==> config.mk <==
export PLATFORM = sky130hd
export DESIGN_NAME = mmul_index_sequencer
export DESIGN_NICKNAME = d
export VERILOG_FILES = /design/src/rtl/mmul_index_sequencer.sv
export SDC_FILE = /design/constraint.sdc
export NUM_CORES = 1
export LEC_CHECK = 0
export ABC_AREA = 1
export CORE_MARGIN = 3
export CORE_UTILIZATION = 45
export CTS_BUF_LIST = sky130_fd_sc_hd__clkbuf_4 sky130_fd_sc_hd__clkbuf_8
export DETAILED_ROUTE_END_ITERATION = 12
export DONT_BUFFER_PORTS = 1
export MAX_ROUTING_LAYER = met4
export PLACE_DENSITY_LB_ADDON = 0.1
export SLEW_MARGIN = 25
export SYNTH_ARGS = -nofsm -noshare
export SYNTH_HDL_FRONTEND = slang
export SYNTH_SLANG_ARGS = --single-unit
==> constraint.sdc <==
create_clock -name clk -period 9.4 [get_ports clk]
set_clock_uncertainty 0.15 [all_clocks]
set_input_delay 0.94 -clock clk [delete_from_list [all_inputs] [get_ports clk]]
set_output_delay 0.94 -clock clk [all_outputs]
set_load 0.05 [all_outputs]
==> src/rtl/mmul_index_sequencer.sv <==
// Matrix-multiply (i, j, k) index sequencer with valid/ready handshake.
// Define MMUL_SEQ_ADDR_EN to build the incremental a/b/c operand address counters.
module mmul_index_sequencer #(
   parameter int RA = 2,
   parameter int CA = 2,
   parameter int RB = 2,
   parameter int CB = 2
) (
   input  logic        clk,
   input  logic        rst,
   input  logic        start,
   input  logic        ready,
   output logic        valid,
   output logic [31:0] i,
   output logic [31:0] j,
   output logic [31:0] k,
   output logic        first_k,
   output logic        last_k,
   output logic [31:0] a_addr,
   output logic [31:0] b_addr,
   output logic [31:0] c_addr,
   output logic        busy,
   output logic        done,
   output logic        cfg_err
);

   localparam logic [1:0] S_IDLE = 2'd0;
   localparam logic [1:0] S_RUN  = 2'd1;
   localparam logic [1:0] S_DONE = 2'd2;

   localparam logic        CFG_BAD = (CA != RB) || (RA == 0) || (CA == 0) || (RB == 0) || (CB == 0);
   localparam logic [31:0] RA_M1   = 32'(RA - 1);
   localparam logic [31:0] RB_M1   = 32'(RB - 1);
   localparam logic [31:0] CB_M1   = 32'(CB - 1);

   logic [1:0] state;
   logic       launch, hs, k_end, j_end, fin, kstep, jstep, istep;

   assign cfg_err = CFG_BAD;
   assign valid   = (state == S_RUN);
   assign busy    = (state == S_RUN);
   assign done    = (state == S_DONE);
   assign first_k = valid && (k == 32'd0);
   assign last_k  = valid && (k == RB_M1);

   // Step qualifiers shared by the index and address counters; the final tuple never steps.
   assign launch = (state == S_IDLE) && start && !CFG_BAD;
   assign hs     = valid && ready;
   assign k_end  = (k == RB_M1);
   assign j_end  = (j == CB_M1);
   assign fin    = hs && k_end && j_end && (i == RA_M1);
   assign kstep  = hs && !fin && !k_end;
   assign jstep  = hs && !fin && k_end && !j_end;
   assign istep  = hs && !fin && k_end && j_end;

   always_ff @(posedge clk or posedge rst) begin
      if (rst) begin
         state <= S_IDLE;
         i     <= '0;
         j     <= '0;
         k     <= '0;
      end else begin
         case (state)
            S_IDLE: if (launch) begin
               state <= S_RUN;
               i     <= '0;
               j     <= '0;
               k     <= '0;
            end
            S_RUN: begin
               if (fin) state <= S_DONE;
               if (kstep) k <= k + 32'd1;
               if (jstep) begin
                  k <= '0;
                  j <= j + 32'd1;
               end
               if (istep) begin
                  k <= '0;
                  j <= '0;
                  i <= i + 32'd1;
               end
            end
            S_DONE:  state <= S_IDLE;
            default: state <= S_IDLE;
         endcase
      end
   end

`ifdef MMUL_SEQ_ADDR_EN
   logic [31:0] a_base;

   // a_base tracks i*CA so that a k wrap can return a_addr to the row start without multiplying.
   always_ff @(posedge clk or posedge rst) begin
      if (rst) begin
         a_base <= '0;
         a_addr <= '0;
         b_addr <= '0;
         c_addr <= '0;
      end else if (launch) begin
         a_base <= '0;
         a_addr <= '0;
         b_addr <= '0;
         c_addr <= '0;
      end else if (kstep) begin
         a_addr <= a_addr + 32'd1;
         b_addr <= b_addr + 32'(CB);
      end else if (jstep) begin
         a_addr <= a_base;
         b_addr <= j + 32'd1;
         c_addr <= c_addr + 32'd1;
      end else if (istep) begin
         a_base <= a_base + 32'(CA);
         a_addr <= a_base + 32'(CA);
         b_addr <= '0;
         c_addr <= c_addr + 32'd1;
      end
   end
`else
   assign a_addr = '0;
   assign b_addr = '0;
   assign c_addr = '0;
`endif

endmodule

# After elaboration in Yosys (flattened, before gate mapping)
# Cells that the tools add are included.
op_classes:
  add_sub_neg: 3
  eq_ne: 10
  muxes: 13
  n_reduce_logical: 22
ops:
  columns: ["cell", "count"]
  rows:
  - ["$mux W32", 7]
  - ["$pmux W32 S2", 3]
  - ["$add A32 B1 Y32 const B", 3]
  - ["$eq A32 B1 Y1 const B", 3]
  - ["$logic_not A32 Y1", 1]
  - ["$logic_and A1 B1 Y1", 12]
  - ["$reduce_and A3 Y1", 3]
  - ["$mux W2", 2]
  - ["$ne A2 B1 Y1 const B", 2]
  - ["$ne A4 B1 Y1 const B", 1]
  - ["$pmux W2 S2", 1]
  - ["$logic_not A1 Y1", 3]
  - ["$ne A3 B1 Y1 const B", 1]
  - ["$eq A2 B1 Y1 const B", 1]
  - ["$eq A2 B2 Y1 const B", 1]
  - ["$logic_not A2 Y1", 1]
  - ["$ne A2 B2 Y1 const B", 1]
  - ["$reduce_and A2 Y1", 1]
  - ["$reduce_bool A2 Y1", 1]
word_totals:
  regBits: 98
  out_inout_bits: 198

# Logic depth before layout (Yosys ltp)
# Gate-level depths: netlist (run 1).
logic_depth:
  ltp_word: 12
  mapped_depth: 13
  depth_no_buf: 13

# Worst setup path after synthesis (run 1)
# No wires, ideal clock.
synth_path:
  kind: "flip-flop to output port"
  start: "register k[0]"
  end: "output port first_k"
  arrival_time_ps: 2525
  slack_ps: 5785
  stages_incl_launch_ff: 5
  path_buffers: 0
  path_cell_list: "dfrtp_1 > inv_1 > ha_1 > nand3_1 > nor4_1"
synth_via:
  elab_chain_len: 2
synth_rtl:
  columns: ["item", "line", "rtl"]
  rows:
  - ["from (decl)", "16", "output logic [31:0] k,"]
  - ["from (signal assigned)", "72", "if (kstep) k <= k + 32'd1;"]
  - ["$logic_not A32 Y1", "43", "assign first_k = valid && (k == 32'd0);"]
  - ["$logic_and A1 B1 Y1", "43", null]
  - ["to (decl)", "17", "output logic first_k,"]
# Every way passes these cells.

# Worst setup path after layout (run 1)
layout_path:
  start: "register state[1]"
  end: "output port last_k"
layout_via:
  elab_chain_len: 2
layout_rtl:
  columns: ["item", "line", "rtl"]
  rows:
  - ["from (decl)", "36", "logic [1:0] state;"]
  - ["from (signal assigned)", "58", "state <= S_IDLE;"]
  - ["from (signal assigned)", "65", "state <= S_RUN;"]
  - ["from (signal assigned)", "71", "if (fin) state <= S_DONE;"]
  - ["$eq A2 B1 Y1", "40", "assign valid = (state == S_RUN);"]
  - ["$logic_and A1 B1 Y1", "44", "assign last_k = valid && (k == RB_M1);"]
  - ["to (decl)", "18", "output logic last_k,"]
# Every way passes these cells.

==> results.md, run 1 <==
- The final hold slack is 0.222 ns.
- STA puts the critical path data required time at 8.31 ns.
- Sorting the synthesized cells by how often they occur yields 467 x sky130_fd_sc_hd__nand2_1, 235 x sky130_fd_sc_hd__nor2_1, 104 x sky130_fd_sc_hd__buf_4.
- The worst path setup slack after routing is 5.58 ns.
- At the end of routability-driven placement, the weighted congestion stood at 0.946.
- The most area-hungry cell type in the Yosys netlist is sky130_fd_sc_hd__dfrtp_1.
- The synthesized netlist occupies a cell area of 7930 um^2.
- After routing, the total negative slack on setup checks comes to 0 ns.
- Ranked by total cell area, the synthesized netlist is headed by sky130_fd_sc_hd__dfrtp_1 31%, sky130_fd_sc_hd__nand2_1 22%, sky130_fd_sc_hd__nor2_1 11%.
- The gate count of the mapped netlist is 1271.
- The most common flop cell mapped by yosys is sky130_fd_sc_hd__dfrtp_1.
- Measured against its own limit, the worst slew margin works out to 33.1%.
- Total power for the finished layout comes to 1.54 mW.
- The die covers 19200 um^2.
- Measured against the total synthesized area, the mux share comes to 0%.
- Setup repair after global routing left no endpoint under its margin.
- The final period utilization is 40.6%.
- The top-level port count is 202.
- The core area is 16900 um^2.
- Entering global routing, the biggest net connects 76 pins.
- Among all cell types in the netlist, the one instantiated most often is sky130_fd_sc_hd__nand2_1.
- The routed design has 21800 um of wire.
- Leaving out filler cells and counting taps, the final layout contains 1478.
- From left edge to right edge, the die measures 139 um.
- Once detail routing completed, the nets flagged for antenna violations numbered 0.
- Static timing analysis puts the maximum clock frequency at 262 MHz.
- TritonCTS built the clock tree.
- The power density over the cells is 195 nW/um^2.
- The half-perimeter wire length after detailed placement is 16400 um.
- The combinational family with the most area after synthesis is simple AND/OR/NAND/NOR gates.
- The number of endpoints failing setup at the final stage is 0.
- The final number of max-transition violations is 0.
- After Yosys synthesis, and, or, nand and nor cells account for 46.1% of the synthesized area.
- For this run, the number of Yosys warnings is 0.
- For the worst-skew pair, the clock arrives at the later sink with an insertion delay of 0.39 ns.
- The root cell of the clock tree is sky130_fd_sc_hd__clkbuf_8.
- The setup check on the worst reg-to-reg path leaves a slack of 5.86 ns.
- For the pin with the worst max-slew slack, the measured transition is 1.00 ns.
- The cell area after layout is 7900 um^2.
- From synthesis to final layout, the design area changed by -0.363%.
- Counting along the longest clock path gives a buffer depth of 2.
- For this configuration, the core starts out at a cell density of 46.8%.
- The number of detailed-route iterations in the first pass is 7.
- The final-stage net count is 1264.
- The kind of start point of the critical path is a flop.
- The class of the most critical setup path is reg -> out.
- Of the total synthesized cell area, the portion taken by full adders, half adders and majority gates is 1.10%.
- The total clock buffers created by CTS is 9.
- The register clock-pin slew on the reported worst setup and hold paths is 0.11 ns.
- The share of the Yosys chip area taken by registers is 30.9%.
- The worst setup path is captured at a primary output.
- Yosys mapped the design onto 31 distinct sky130hd cell types.
- The clock tree synthesis step divided the H-tree into 3 levels.
- In this run, post-CTS hold repair placed 0 buffers.
- In this run the tool buffered the top-level ports with 0 buffer cells.
- The average via count per standard cell is 4.92.
- The aggregate global-route resource usage is 23.0%.
- The initial antenna violation count is 0.
- The flow ran to the end, and the final reports show no timing, DRC or antenna violations.
- The peak ir drop on the vdd network is 117 uV.
- The count of inserted antenna diode cells is 0.
- After global routing the overflow that remains totals 0.
- After clock tree synthesis, the setup repair step added 0 buffers.
- The routed layout has 7275 vias.
- The worst hold-check path type is in -> async.
- From bottom edge to top edge, the die measures 139 um.
- Cells fill 46.6% of the core in the end.
- In this run the static leakage power is 3.85 nW.
- In this run the worst path has a maximum fanout of 54.
- The number of remaining DRC errors is 0.
- The detailed router finished its first iteration with 487 violations.
- The final-report hold violation count is 0.
- The number of max-capacitance violations reported is 0.
- The number of flip-flops and latches in the synthesized netlist is 98.
- The count of flip-flops with a built-in enable after synthesis is 0.
- The signal arrival time at the worst endpoint is 2.73 ns.
- The first global-routing pass estimated 35900 um of wire.
- The average instance area after synthesis is 6.24 um^2.
- The number of rows created at floorplan is 47.
- The number of resized instances in the post-cts repair step is 0.
- After synthesis, the largest area contributor takes up 30.9% of total cell area.
- In the final layout, the share of cells above drive strength 1 is 4.29%.
- After detailed placement, the total cell area comes to 7690 um^2.
- The number of global-route vias before repair was 6658.
- The share of the synthesized netlist area taken by xor and xnor gates is 3.87%.
- The share of synthesized flip-flops with an asynchronous set or reset is 100%.
- The worst path in the final design needs a cycle of 3.82 ns, including I/O delays and setup.
- The tree built by TritonCTS fans out to 98 sinks.
- The pre-CTS setup slack is 5.86 ns.
- The count of placed standard cells including taps is 1462.
- The detailed-route wire length per cell is 14.8 um.
- The synthesized netlist devotes 2.05% of its cell area to compound gates.
## registers in the layout (all words and copies together), names as in the netlist
name / flops
j: 32
k: 32
state: 2
i: 32
## worst max-delay path: stages, from the launching register on
cell and delay, ns:
sky130_fd_sc_hd__dfrtp_1 0.44, sky130_fd_sc_hd__nor2_4 0.46, sky130_fd_sc_hd__inv_2 0.51, sky130_fd_sc_hd__nor3_2 0.93
## layout make-up
class                   instances  area (um^2)
clock buffers                   9          124
repair buffers                  6         48.8
multi-input cells            1051         4590
inverters                      87          329
well taps                     220          275
clock inverters                 7         76.3
fillers                      1898         9040
flip-flops and latches         98         2450
## path summary, 6_finish.rpt
path / start / endpoint / depth (start not counted)
setup / recovery: state[1] / last_k / 3
hold / removal: rst / k[4] / 1
setup reg to reg: j[0] / j[17] / 11
hold reg to reg: state[1] / j[17] / 3
max in group asynchronous: rst / i[28] / 2
min in group clk: state[1] / j[17] / 3
## layout by cell type (no fill, tap or decap), drive strengths merged, types with 2 or more instances in the layout
master,synthesis,final
nor2,244,244
xnor2,14,14
conb,1,97
o21ai,25,25
xor2,21,21
nand3,89,89
clkinvlp,0,2
inv,87,90
dfrtp,98,98
or2,11,11
a21o,5,5
nor3,26,26
nand2,472,472
nor3b,2,2
nand4,35,35
clkbuf,12,9
buf,119,6
ha,7,7
## power breakdown
group / total [mW] / internal (mW) / switching (mW) / leakage (nW)
Clock: 0.293 / 0.126 / 0.167 / 0.0966
Combinational: 0.450 / 0.125 / 0.325 / 2.40
Sequential: 0.794 / 0.473 / 0.322 / 1.34
Total: 1.54 / 0.723 / 0.814 / 3.85
## cell families after synthesis
family                     Yosys count
and+or+nand+nor                    882
buffers and inverters              218
DFF                                 98
xor gates and xnor gates            35
AOI/OAI and AO/OA                   30
adders and majority gates            7
other                                1
## per-layer routing
layer | part of all wire, % | vias up | track usage [%]
li1 | - | 3728 | -
met1 | 46 | 3316 | 30.1
met2 | 47 | 204 | 37.3
met3 | 5.7 | 27 | 3.93
met4 | 1.5 | 0 | 5.66
met5 | 0 | - | -
Note: power is estimated with default switching activity, not from simulation.
==> inputs of run 2 (changes only) <==
==> constraint.sdc (replaced) <==
create_clock -name clk -period 3.7 [get_ports clk]
set_clock_uncertainty 0.15 [all_clocks]
set_input_delay 0.37 -clock clk [delete_from_list [all_inputs] [get_ports clk]]
set_output_delay 0.37 -clock clk [all_outputs]
set_load 0.05 [all_outputs]
==> run 2 against run 1 <==
  * Sequential share of layout area is 1.1 points lower
  * Worst setup slack worse by 4.9 ns
  * Final cell count is 2.6% higher
  * Wire length is 0.64% higher
  * Critical endpoint is now i[24]
  * Non-clock buffer count is 38 higher
  * Critical path type is now reg -> reg
  * Register-to-register slack worse by 5.2 ns
==> results.md, run 2 (same netlist as run 1, synthesis figures left out) <==
- The flow ran to the end, and the final reports show no timing, DRC or antenna violations.
- The number of levels in the clock H-tree was 3 (unchanged).
- The proportion of power drawn by combinational gates was 37.7% (+8.4 points).
- The switching power summed over all nets is 2.10 mW (+160%).
- The post-CTS setup buffer count is 0 (unchanged).
- The final period utilization is 82.0%.
- The final-report hold violation count is 0 (unchanged).
- The class of the most critical setup path is reg -> reg.
- The library cell used most frequently in the layout, excluding fill and tap cells, is sky130_fd_sc_hd__nand2_1.
- The pre-CTS setup slack is 0.665 ns (-5.19 ns).
- The wire length of the first global-routing pass is 35700 um (-0.42%).
- The overall via count from detail_route was 7434 (+2.2%).
- The number of sinks on the clock net is 98 (unchanged).
- The power density over the cells came to 493 nW/um^2 (+150%).
- The switching share of power is 52.1% (-0.85 points).
- The number of resized instances in the post-cts repair step came to 0 (unchanged).
- The maximum number of pins on one net before global-route repair is 56 (-26%).
- The top-level port count was 202 (unchanged).
- The register clock-pin slew on the reported worst setup and hold paths is 0.10 ns (about the same).
- The TritonCTS clock tree is built.
- The floorplan die area is 19200 um^2 (unchanged).
- The final-stage net count is 1302 (+3.0%).
- The peak ir drop on the vdd network is 405 uV (+250%).
- The core area came to 16900 um^2 (unchanged).
- The count of buffers inserted at the top-level ports is 0 (unchanged).
- STA classifies the critical path startpoint as a flop.
- The initial antenna violation count was 0 (unchanged).
- The layout-stage area growth over the synthesis result is 3.28%.
- The detailed-route wire length per cell was 14.5 um (-1.9%).
- The maximum count of clock buffers along a single path is 2 (unchanged).
- The number of rows created at floorplan is 47 (unchanged).
- The number of violations reported at the end of detailed-routing iteration 0 is 512 (+5.1%).
- The number of remaining DRC errors is 0 (unchanged).
- The nature of the critical path endpoint is a flop.
- The number of endpoints failing setup at the final stage is 0 (unchanged).
- The overall routed net length is 22000 um (+0.64%).
- The number of nets still failing antenna checks after routing came to 0 (unchanged).
- The half-perimeter wire length after detailed placement is 16600 um (+1.8%).
- The clock latency of the later-clocked register in the worst-skew pair is 0.39 ns (about the same).
- Leaving out fill and tap cells, the most frequent cells in the layout are 467 x sky130_fd_sc_hd__nand2_1, 235 x sky130_fd_sc_hd__nor2_1, 98 x sky130_fd_sc_hd__dfrtp_1, 97 x sky130_fd_sc_hd__conb_1, 88 x sky130_fd_sc_hd__nand3_1.
- The count of inserted antenna diode cells is 0 (unchanged).
- Setup repair after global routing left no endpoint under its margin.
- The worst hold path belongs to the class in -> reg.
- The final number of max-transition violations came to 0 (unchanged).
- The floorplan die height is 139 um (unchanged).
- The slew at the pin with the worst max-slew slack is 0.991 ns (-0.00960 ns).
- The placer congestion estimate came to 0.996 (+5.3%).
- The signal arrival time at the worst endpoint is 3.16 ns (+0.43 ns).
- The achievable clock frequency is 330 MHz.
- The relative slew slack is 33.7% (+0.64 points).
- The root cell of the clock tree is sky130_fd_sc_hd__clkbuf_8.
- The peak fanout along the critical path is 32 (-41%).
- The required time at the worst-slack endpoint is 3.82 ns (-4.49 ns).
- The internal power contribution is 1.93 mW (+170%).
- The remaining global-route overflow is 0 (unchanged).
- The overall power of the completed layout is 4.03 mW (+160%).
- The starting utilization of the core area is 46.8% (unchanged).
- The number of detailed-route iterations in the first pass was 5 (-2).
- The final critical delay including setup and external delays is 3.03 ns.
- The number of hold buffers added after cts came to 1 (+1).
- The leakage power total is 4.04 nW (+5.1%).
- The share of post-route cells with drive strength above 1 is 7.02% (+2.7 points).
- The sequential share of power is 43.4% (-8.3 points).
- The number of max-capacitance violations reported came to 0 (unchanged).
- The sum of negative setup slack is 0 ns (unchanged).
- The aggregate global-route resource usage is 23.1% (+0.080 points).
- The chip width is 139 um (unchanged).
- The power share of the clock group is 18.9% (about the same).
- The average via count per standard cell came to 4.90 (-0.38%).
- The number of global-route vias before repair was 6805 (+2.2%).
- The total clock buffers created by CTS was 9 (unchanged).
- The largest registers in the layout are i x32, j x32, k x32.
- The worst path setup slack after routing is 0.667 ns (-4.91 ns).
- The final-layout fill cell count is 1851 (-2.5%).
==> run 2: cell types whose count changed in the layout (fill, tap and decap cells not counted), sizes merged <==
cell and change:
clkinvlp +1, dlygate4sd3 +1, clkinv +2, inv -4, clkbuf +1, buf +37
==> run 2: worst paths after layout <==
kind / from / to / slack (ns) / cells after the start
max in group asynchronous: rst / i[27] / 2.14 / 3
min in group asynchronous: rst / k[3] / 0.41 / 2
min: ready / state[1] / 0.15 / 4
max reg2reg: k[1] / i[24] / 0.67 / 11
max: k[1] / i[24] / 0.67 / 11
min reg2reg: j[2] / j[2] / 0.49 / 4
==> run 2: area by class of cell <==
class	count	area (um^2)	area share [%]
Multi-Input combinational cell	1051	4590	56.1
Inverter	87	330	4.03
Clock buffer	10	138	1.68
Sequential cell	98	2450	30.0
Tap cell	220	275	3.36
Clock inverter	6	66.3	0.810
Timing Repair Buffer	44	333	4.07
==> run 2: power by group through the flow <==
stage,clock (mW),sequential (mW),combinational [mW]
finish,0.761,1.75,1.52
global route,0.823,1.78,1.68
CTS,0.779,1.75,1.53
detailed placement,0,1.78,1.52
global placement,0,1.77,1.51
floorplan,0,1.94,1.07
==> run 2: layer usage <==
metal | vias to the layer above | GRT usage, % | part of all wire (%)
met5 | - | - | 0
met4 | 0 | 6.08 | 1.5
met3 | 23 | 5.10 | 7.1
met2 | 208 | 36.7 | 46
met1 | 3396 | 29.9 | 45
li1 | 3807 | - | -
==> run 2: stage by stage <==
stage | util, % | instances | cell area (um^2) | hold slack [ns]
5_1_grt | 48.3 | 1516 | 8190 | 0.183
3_3_place_gp | 47.1 | 1499 | 7970 | 0.252
4_1_cts | 48.3 | 1516 | 8190 | 0.137
2_1_floorplan | - | 1367 | 8290 | 0.523
6_report | 48.3 | 1516 | 8190 | 0.153
3_5_place_dp | 47.1 | 1499 | 7970 | 0.258
==> run 2: worst max-delay path, cell delays in order (launching register included) <==
cell,delay (ns)
sky130_fd_sc_hd__dfrtp_1,0.62
sky130_fd_sc_hd__inv_1,0.16
sky130_fd_sc_hd__ha_1,0.15
sky130_fd_sc_hd__nand2_1,0.06
sky130_fd_sc_hd__nor2_1,0.11
sky130_fd_sc_hd__nand2_1,0.11
sky130_fd_sc_hd__nor3_1,0.24
sky130_fd_sc_hd__nand2_1,0.09
sky130_fd_sc_hd__nand2_2,0.29
sky130_fd_sc_hd__nand3_2,0.60
sky130_fd_sc_hd__nand2_1,0.23
sky130_fd_sc_hd__nand2_1,0.07
==> inputs of run 3 (changes only) <==
==> constraint.sdc (replaced) <==
create_clock -name clk -period 2.8 [get_ports clk]
set_clock_uncertainty 0.15 [all_clocks]
set_input_delay 0.28 -clock clk [delete_from_list [all_inputs] [get_ports clk]]
set_output_delay 0.28 -clock clk [all_outputs]
set_load 0.05 [all_outputs]
==> run 3 against run 2 <==
  * Count of clock-buffer cells in the layout is 1 higher
  * Highest routed layer unchanged
  * Critical endpoint is now first_k
  * Die area unchanged
  * Power grew 38%
  * Sequential share of layout area decreased by 1.8 points
==> results.md, run 3 (same netlist as run 1, synthesis figures left out) <==
- The total clock buffers created by CTS is 9 (unchanged).
- Compared with the post-synthesis result, the final layout area differs by 10.0%.
- The run finished with clean final reports.
- The largest registers in the layout are i x32, j x32, k x32.
- The overall routed net length is 22800 um (+3.9%).
- The number of nets still failing antenna checks after routing is 0 (unchanged).
- The starting utilization of the core area is 46.8% (unchanged).
- The sequential share of power is 30.9% (-13 points).
- The half-perimeter wire length after detailed placement was 17500 um (+4.9%).
- The footprint of the multi-input gates is 4600 um^2 (+0.16%).
- The power density over the cells came to 640 nW/um^2 (+30%).
- Leaving out fill and tap cells, the most frequent cell in the layout is sky130_fd_sc_hd__nand2_1.
- The placer congestion estimate was 0.936 (-6.0%).
- The worst hold-check path type is in -> reg.
- The count of inserted antenna diode cells is 0 (unchanged).
- TritonCTS built the clock tree.
- The number of endpoints failing setup at the final stage is 0 (unchanged).
- The number of detailed-route iterations in the first pass is 5 (unchanged).
- The final critical delay including setup and external delays is 2.45 ns.
- The top cell types in the final layout, fill and taps aside, are 467 x sky130_fd_sc_hd__nand2_1, 235 x sky130_fd_sc_hd__nor2_1, 108 x sky130_fd_sc_hd__buf_4, 98 x sky130_fd_sc_hd__dfrtp_1, 97 x sky130_fd_sc_hd__conb_1.
- The worst setup path is captured at a primary output.
- The largest stage delay on the critical path is 0.44 ns (-0.18 ns).
- The number of sinks on the clock net is 98 (unchanged).
- The number of max-capacitance violations reported is 0 (unchanged).
- The number of buffers and inverters on the critical path is 2 (+1).
- The final number of max-transition violations is 0 (unchanged).
- The average via count per standard cell is 4.82 (-1.8%).
- Of the available clock period, the critical path in the final layout requires 87.4%.
- The final-layout fill cell count came to 1788 (-3.4%).
- The sequential cell area came to 2450 um^2 (unchanged).
- The clock latency of the later-clocked register in the worst-skew pair came to 0.39 ns (about the same).
- The switching share of power is 50.5% (-1.6 points).
- The maximum count of clock buffers along a single path is 2 (unchanged).
- In this run the critical register-to-register path is launched from k[1].
- STA classifies the critical path startpoint as a flop.
- The final hold slack is 0.0549 ns (-0.0978 ns).
- The peak ir drop on the vdd network is 472 uV (+17%).
- The register clock-pin slew on the reported worst setup and hold paths is 0.10 ns (about the same).
- The number of levels in the clock H-tree was 3 (unchanged).
- The cell family with the largest share of critical-path delay is simple AND/OR/NAND/NOR gates.
- The launch instance of the worst min-delay path is ready.
- The number of global-route vias before repair was 7032 (+3.3%).
- The final-report hold violation count was 0 (unchanged).
- The overall power of the completed layout is 5.58 mW (+38%).
- The slowest library cell on the worst path is sky130_fd_sc_hd__dfrtp_1.
- The floorplan die height was 139 um (unchanged).
- The detailed-route wire length per cell is 14.4 um (-0.42%).
- The number of remaining DRC errors came to 0 (unchanged).
- The maximum number of pins on one net before global-route repair came to 99 (+77%).
- The number of rows created at floorplan is 47 (unchanged).
- The overall via count from detail_route is 7620 (+2.5%).
- The initial antenna violation count came to 0 (unchanged).
- The required time at the worst-slack endpoint is 2.37 ns (-1.45 ns).
- The count of buffers inserted at the top-level ports came to 0 (unchanged).
- The slew at the pin with the worst max-slew slack is 0.590 ns (-0.401 ns).
- The pre-CTS setup slack was 0.311 ns (-0.354 ns).
- The chip width is 139 um (unchanged).
- The root cell of the clock tree is sky130_fd_sc_hd__clkbuf_8.
- The internal power contribution is 2.76 mW (+43%).
- The peak fanout along the critical path came to 12 (-63%).
- The wire length of the first global-routing pass was 37100 um (+4.0%).
- The achievable clock frequency is 409 MHz.
- The signal on the critical path passes through nor2_4, buf_4, nand3_1, nor4_2, buf_4.
- The number of violations reported at the end of detailed-routing iteration 0 came to 585 (+14%).
- The floorplan die area is 19200 um^2 (unchanged).
- The aggregate global-route resource usage is 24.1% (+1.1 points).
- The top-level port count is 202 (unchanged).
- The core area is 16900 um^2 (unchanged).
- The critical path starts at state[1].
- The remaining global-route overflow is 0 (unchanged).
- The class of the most critical setup path is reg -> out.
- The share of post-route cells with drive strength above 1 came to 11.5% (+4.5 points).
- Setup repair after global routing left no endpoint under its margin.
- The final-stage net count came to 1369 (+5.1%).
- Counting stages on the worst path, the most repeated cell is sky130_fd_sc_hd__buf_4.
- The proportion of power drawn by combinational gates is 51.1% (+13 points).
- The power share of the clock group came to 18.0% (-0.9 points).
- The signal arrival time at the worst endpoint came to 2.02 ns (-1.14 ns).
- The final core area utilization is 51.5% (+3.2 points).
- The leakage power total came to 4.42 nW (+9.3%).
- The worst path setup slack after routing came to 0.352 ns (-0.315 ns).
- The switching power summed over all nets was 2.82 mW (+34%).
- The sum of negative setup slack is 0 ns (unchanged).
- The relative slew slack is 60.4% (+27 points).
-- run 3: worst min-delay path, stage by stage --
cell and delay [ns]:
sky130_fd_sc_hd__nand2_1 0.08, sky130_fd_sc_hd__inv_1 0.05, sky130_fd_sc_hd__nand2_2 0.10, sky130_fd_sc_hd__nor2_4 0.05
-- run 3: worst paths after layout --
check	cells past startpoint	endpoint	slack, ns
worst min-delay path	4	state[1]	0.05
max in group asynchronous	3	i[22]	1.71
worst max-delay path	5	first_k	0.35
worst max register to register	11	i[22]	0.51
worst min register to register	2	k[0]	0.44
min in group asynchronous	3	k[2]	0.34
-- run 3: cell type report --
type                    count  share of cell area (%)
multi-input cells        1051                    52.7
flip-flops and latches     98                    28.1
repair buffers            111                    9.87
inverters                  87                    3.79
well taps                 220                    3.16
clock buffers              11                    1.74
clock inverters             4                   0.588
-- run 3: power groups by stage --
stage | sequential [mW] | clock [mW] | combinational, mW
finish | 1.72 | 1.01 | 2.85
CTS | 1.72 | 1.03 | 2.86
detailed placement | 1.75 | 0 | 2.85
floorplan | 2.57 | 0 | 1.42
global route | 1.75 | 1.09 | 3.09
global placement | 1.75 | 0 | 2.83
-- run 3: metal layers --
metal  vias to the layer above  global-route usage, %  routed length, um
li1                       3941                      -                  -
met1                      3454                   32.3              10300
met2                       207                   38.6              10700
met3                        18                   4.14               1520
met4                         0                   5.66                287
met5                         -                      -                  0
-- run 3: stage by stage --
step	instance area (um^2)	instances
global route	8720	1582
finish	8720	1582
detailed placement	8500	1566
CTS	8710	1582
floorplan	8300	1367
global placement	8500	1566
-- run 3: repair_timing --
item,4_1_cts,5_1_grt
endpoints found under the hold margin,98,0
hold buffers,1,0
setup buffers,0,0
gates resized for setup,0,1
endpoints found under the setup margin,0,20
